**config.mk**
```make
export PLATFORM = sky130hd
export DESIGN_NAME = demux_4_reg
export DESIGN_NICKNAME = d
export VERILOG_FILES = /design/src/rtl/mux_pkg.sv /design/src/rtl/demux_4_reg_slot.sv /design/src/rtl/demux_4_reg.sv
export SDC_FILE = /design/constraint.sdc
export NUM_CORES = 1
export LEC_CHECK = 0
export ABC_AREA = 1
export BUFFER_PORTS_ARGS = -buffer_cell sky130_fd_sc_hd__buf_4
export CAP_MARGIN = 10
export CORE_MARGIN = 4
export CORE_UTILIZATION = 46
export CTS_BUF_LIST = sky130_fd_sc_hd__clkbuf_4 sky130_fd_sc_hd__clkbuf_8
export DETAILED_ROUTE_END_ITERATION = 10
export GPL_TIMING_DRIVEN = 0
export PLACE_DENSITY_LB_ADDON = 0.2
export SYNTH_ARGS = -nofsm -noshare
export SYNTH_HDL_FRONTEND = slang
export SYNTH_HIERARCHICAL = 1
export SYNTH_SLANG_ARGS = --single-unit
```
**constraint.sdc**
```tcl
create_clock -name clk -period 1.43 [get_ports clk]
set_clock_uncertainty 0.2 [all_clocks]
set_input_delay 0.143 -clock clk [delete_from_list [all_inputs] [get_ports clk]]
set_output_delay 0.143 -clock clk [all_outputs]
set_load 0.1 [all_outputs]
```
**src/rtl/mux_pkg.sv**
```systemverilog
// Shared constants and types for the 4-way demux datapath.
package mux_pkg;

  localparam int DATA_W   = 8;
  localparam int NUM_CHAN = 4;
  localparam logic [7:0] CNT_MAX = 8'hFF;

  typedef logic [1:0] chan_idx_t;

endpackage

```
**src/rtl/demux_4_reg_slot.sv**
```systemverilog
// One-entry holding slot for a demux channel, with an optional saturating
// delivery counter when DEMUX_STATS_EN is defined.
module demux_slot
  import mux_pkg::*;
#(
  parameter int WIDTH = DATA_W
) (
  input  logic             clk,
  input  logic             rst_n,
  input  logic             load,
  input  logic [WIDTH-1:0] data,
  input  logic             ready,
  output logic             valid,
  output logic [WIDTH-1:0] q
`ifdef DEMUX_STATS_EN
  ,
  output logic [7:0]       cnt
`endif
);

  logic drain;
  assign drain = valid && ready;

  // NOTE: state registers use non-blocking assignments so every slot samples
  // the same pre-edge values; blocking here would create order-dependent races.
  always_ff @(posedge clk or negedge rst_n) begin
    if (!rst_n) begin
      valid <= 1'b0;
      q     <= '0;
    end else if (load) begin
      // A load wins over a drain in the same cycle, keeping the slot FULL.
      valid <= 1'b1;
      q     <= data;
    end else if (drain) begin
      valid <= 1'b0;
    end
  end

`ifdef DEMUX_STATS_EN
  always_ff @(posedge clk or negedge rst_n) begin
    if (!rst_n) begin
      cnt <= '0;
    end else if (drain && cnt != CNT_MAX) begin
      cnt <= cnt + 8'd1;
    end
  end
`endif

endmodule

```
**src/rtl/demux_4_reg.sv**
```systemverilog
// Registered 1-to-4 demux with per-channel valid/ready slots.
// Define DEMUX_STATS_EN to add the xfer_cnt per-channel delivery counters.
module demux_4_reg
  import mux_pkg::*;
#(
  parameter int WIDTH = DATA_W
) (
  input  logic             clk,
  input  logic             rst_n,
  input  logic [WIDTH-1:0] in_data,
  input  logic             in_valid,
  output logic             in_ready,
  input  logic             s0,
  input  logic             s1,
  output logic [WIDTH-1:0] out0,
  output logic [WIDTH-1:0] out1,
  output logic [WIDTH-1:0] out2,
  output logic [WIDTH-1:0] out3,
  output logic [3:0]       out_valid,
  input  logic [3:0]       out_ready
`ifdef DEMUX_STATS_EN
  ,
  output logic [31:0]      xfer_cnt
`endif
);

  chan_idx_t        sel;
  logic             accept;
  logic [3:0]       load;
  logic [WIDTH-1:0] q [NUM_CHAN];

  assign sel      = {s1, s0};
  assign in_ready = !out_valid[sel] || out_ready[sel];
  assign accept   = in_valid && in_ready;

  always_comb begin
    // NOTE: default first so every path assigns load and no latch is inferred.
    load      = '0;
    load[sel] = accept;
  end

  for (genvar i = 0; i < NUM_CHAN; i++) begin : g_slot
    demux_slot #(.WIDTH(WIDTH)) u_slot (
      .clk   (clk),
      .rst_n (rst_n),
      .load  (load[i]),
      .data  (in_data),
      .ready (out_ready[i]),
      .valid (out_valid[i]),
      .q     (q[i])
`ifdef DEMUX_STATS_EN
      ,
      .cnt   (xfer_cnt[8*i +: 8])
`endif
    );
  end

  assign out0 = q[0];
  assign out1 = q[1];
  assign out2 = q[2];
  assign out3 = q[3];

endmodule

```
-- Yosys cells after proc, flatten, opt, wreduce, memory -nomap -nowiden
Cells that the tools add are included.
- bits in registers: 36
- input port bits: 17
- output and inout bits: 37
- logic and storage cells: 37
- order comparisons: 2
- mux-type cells: 14
- bitwise gates (word level): 1
- reduce and logical (&&, ||, !) cells: 12
- operator list (operator ; number):
    two-way mux 1 bit ; 11
    nonzero test 2 bit ; 4
    logical AND 1 bit ; 6
    AND 4 bit ; 1
    binary-select mux 1 bit (select 2 bit) ; 2
    less-than comparator 2 x 3 -> 1 bit, second input constant ; 1
    demux 1 bit (select 2 bit) ; 1
    >= comparator 2 x 1 -> 1 bit, second input constant ; 1
    zero test 1 bit ; 1
    logical OR 1 bit ; 1

-- Logic depth before layout (Yosys ltp)
- depth in word-level cells: 7
- depth in mapped cells: 13
- depth with buffers taken out: 11

-- Hierarchy
Netlist, hierarchy kept.
- modules (own cells, without submodules) (module ; instances ; cells an instance ; area each (um^2) ; seq. area each (um^2)):
    demux_slot ; 4 ; 38 ; 341.6 ; 225.2
    demux_4_reg ; 1 ; 30 ; 133.9 ; 0.0

-- Worst setup path after synthesis
Ideal clock, no wire load.
- path kind: register to register
- start point: reg g_slot[3].u_slot.valid
- end point: reg g_slot[0].u_slot.q[0]
- library setup time: 0.067 ns
- data arrival time: 2.159 ns
- data required time: 1.163 ns
- path slack: -0.996 ns
- cell stages (with the launch flop): 12
- path buffers: 1
- clock period less this slack: 2.426 ns
- path through: dfrtp_1 -> nand2_1 -> nand2_1 -> nand2_1 -> nand2_1 -> nand2_2 -> nand2_2 -> nor2_1 -> buf_6 -> inv_2 -> nand2_1 -> nand2_1
- cells in the longest elaborated chain, start to end: 6
- RTL lines (item ; line ; text):
    from (decl) ; demux_4_reg_slot.sv:13 ; output logic valid,
    from (signal assigned) ; demux_4_reg_slot.sv:28 ; valid <= 1'b0;
    from (signal assigned) ; demux_4_reg_slot.sv:32 ; valid <= 1'b1;
    from (signal assigned) ; demux_4_reg_slot.sv:35 ; valid <= 1'b0;
    binary-select mux 1 bit (select 2 bit) ; demux_4_reg.sv:33 ; assign in_ready = !out_valid[sel] || out_ready[sel];
    two-way mux 1 bit (not written as such) ; demux_4_reg.sv:33 ;
    zero test 1 bit ; demux_4_reg.sv:33 ;
    logical OR 1 bit ; demux_4_reg.sv:33 ;
    via in_ready ; demux_4_reg.sv:12 ; output logic in_ready,
    logical AND 1 bit ; demux_4_reg.sv:34 ; assign accept = in_valid && in_ready;
    AND 4 bit (no line) ; - ;
    via load[0] ; demux_4_reg.sv:29 ; logic [3:0] load;
    to (signal assigned) ; demux_4_reg_slot.sv:33 ; q <= data;
    to (decl) ; demux_4_reg_slot.sv:14 ; output logic [WIDTH-1:0] q
The timed path passes the listed nets, and every way through them passes these cells. The select of a mux whose other input is x is not followed.
A chain may end at the register's enable or synchronous reset.

-- Final worst setup path
- start point: reg g_slot[1].u_slot.valid
- end point: out in_ready
- cells in the longest elaborated chain, start to end: 4
- RTL lines (item ; line):
    from (decl) ; demux_4_reg_slot.sv:13
    from (signal assigned) ; demux_4_reg_slot.sv:28
    from (signal assigned) ; demux_4_reg_slot.sv:32
    from (signal assigned) ; demux_4_reg_slot.sv:35
    binary-select mux 1 bit (select 2 bit) ; demux_4_reg.sv:33
    two-way mux 1 bit (not written as such) ; demux_4_reg.sv:33
    zero test 1 bit ; demux_4_reg.sv:33
    logical OR 1 bit ; demux_4_reg.sv:33
    to (decl) ; demux_4_reg.sv:12
No other way between the ends. The select of a mux whose other input is x is not followed.

==> flow_summary.toml <==
[clock_network]
h-tree-depth = 2
clk_path_buf_depth = 2
insertion_delay_ps = 330
clockRootBuffer = "clkbuf_4"
cts.reportedPaths.clkPinSlew_ps = 110
tritoncts = "built"
clock_sinks = 36
cts_buffers = 5

[sta]
rsz0062_at_grt = "yes"
post-route-period-util_pct = 119
worstMarginPinSlew_ps = 455
setup_viol = 40
finalMaxSlewViolations = 0
slew-limit-headroom_pct = 69.7
max_freq_ghz = 0.590
final.setup.worst_slack_ps = -265
hold_violations = 0
period_needed_ps = 1690

[placement]
dpl_worst_slack_ps = -173
gp_routability_congestion = 0.752
io_buffers = 52
placedCellCount = 278
hpwl_mm = 2.49
place_area_mm2 = 0.00201

[setup_path]
path_buf_inv = 1
crit_path_start_kind = "flip-flop"
slowest_stage = "dfrtp_4"
path_class = "flip-flop to primary output"
crit_required_ps = 1090
endpoint = "in_ready"
rr_worst_depth = 11
startpoint = "g_slot[1].u_slot/valid"
critPathTopFamily = "flip-flops"
critPathMaxStageDelay_ps = 510
rr_endpoint = "g_slot[1].u_slot/q[7]"
rrSetupSlack_ps = -240
worstReg2RegStart = "g_slot[1].u_slot/valid"
cpMostUsedCell = "nand2_2"
critPathCaptureType = "primary output"
crit_path_max_fanout = 2
cp_num_cells = 6
worstPathCellList = "nand2_2 -> nand2_1 -> nand2_2 -> nand2_4 -> nand2_8 -> buf_12"
worstPathArrival_ps = 1350

[finish]
fill_cells = 206
multi_input_area_um2 = 659
final_util_pct = 81.2
drive_gt1_share_pct = 48.1
area_growth_pct = 66.6
final_common_cell = "nand2_1"
antennaDiodeCount = 0
fin_cells = 310
nets = 282
layout_common_cells = "nand2_1, buf_4, dfrtp_1"
stdcell_area_mm2 = 0.00250
ff_latch_area_um2 = 916

[drt]
postRouteAntennaNets = 0
viasPerCell = 4.66
wl_per_cell_um = 14.0
routed-via-count = 1445
dr.pass1.iters = 4
totalWireLength_mm = 4.34
drcViolationCount = 0
first_iter_violations = 64

[synthesis]
synth-seq-area-share_pct = 60.1
synth_area_leaders = "dfrtp_1, nand2_1, buf_6, inv_2, inv_1"
yosysWarnings = 6
ys_seq_elements = 36
yosysTopAreaCell = "dfrtp_1"
synthCells = 182
syn_avg_cell_area_um2 = 8.24
synth_top_area_share_pct = 60.1
syn_nets = 199
ys_types = 9
synth_area_mm2 = 0.00150

[die]
dieHeight_um = 65.1
num_rows = 20
ioPinCount = 54
start_util_pct = 48.7
core_area_mm2 = 0.00308
dieArea_mm2 = 0.00424
fp.dieW_um = 65.1

[min_path]
min_path_type = "input pin to async pin"

[global_routing]
grt_pass1_vias = 1373
grt_usage_pct = 20.5
antenna_found_initial = 0
grt_max_degree = 37
grt_pass1_wl_mm = 6.65
grt_remaining_overflow = 0

[flow_run]
cap_violations = 0

[pwr]
peakVddDrop_v = 0.00112
power_density_mw_per_mm2 = 1670
p_leak_uw = 0.00133

[outcome]
status = "finished, violations left"
violations = "negative setup slack"
## area by class of cell
class	instances	share of cell area (%)
timing repair inverter	2	0.801
multi-input combinational	130	26.4
clock buffer	8	2.65
tap	44	2.20
buffer	5	2.40
timing repair buffer	74	26.0
inverter	11	2.85
sequential	36	36.7
## kinds of logic (layout without fill, tap and decap cells)
group | after synthesis | in the layout | share of synthesized area (%)
flops | 36 | 36 | 60.0
buf+inv | 16 | 100 | 6.51
simple gates | 130 | 130 | 33.4
## where the power goes
group          switching, uW  leakage [uW]  total, uW  internal [uW]
registers                138      0.000446       1350           1210
clock network            321     0.0000394        601            281
logic                   1740      0.000850       2230            492
total                   2200       0.00133       4180           1980
## state kept, by name, summed over array words and instances (netlist names)
| register | cells |
|---|---|
| g_slot.u_slot/q | 32 |
| g_slot.u_slot/valid | 4 |
## synthesized netlist by cell type, drive strengths merged
library cell and count:
nand3 3, inv 11, buf 5, nor2 6, nand2 121, dfrtp 36
## through the flow
stage | power, uW | hold WS (ps) | TNS [ps]
final | 4180 | 103 | -7720
after global routing | 4330 | 133 | -10490
after CTS | 4080 | 93.0 | -7360
after detailed placement | 3390 | -75.9 | -5420
after global placement | 3380 | -77.9 | -4930
after floorplan | 2930 | -353 | -14950
## per-layer routing
metal	GRT usage, %	vias up	part of all wire [%]
li1	-	705	-
met1	26.0	690	41
met2	35.2	46	52
met3	4.96	4	6.2
met4	5.44	0	0.99
met5	0	-	0
## worst min path at each step
| stage | start | to | slack [ps] | cells after the start |
|---|---|---|---|---|
| floorplan | rst_n | g_slot[0].u_slot/q[0] | -350 | 0 |
| global placement | rst_n | g_slot[3].u_slot/q[0] | -80 | 1 |
| detailed placement | rst_n | g_slot[3].u_slot/q[0] | -80 | 1 |
| CTS | rst_n | g_slot[3].u_slot/q[5] | 90 | 2 |
| global route | rst_n | g_slot[0].u_slot/q[1] | 130 | 2 |
| finish | rst_n | g_slot[1].u_slot/q[0] | 100 | 2 |
## repair_timing
action | in CTS | in global routing
cloned | 4 | 2
buffers inserted | 4 | 2
resized for setup | 18 | 50
endpoints found under the hold margin | 72 | 0
pin swaps | 1 | 12
setup endpoints to repair | 38 | 41
hold buffers | 13 | 0
Note: power is estimated with default switching activity, not from simulation.
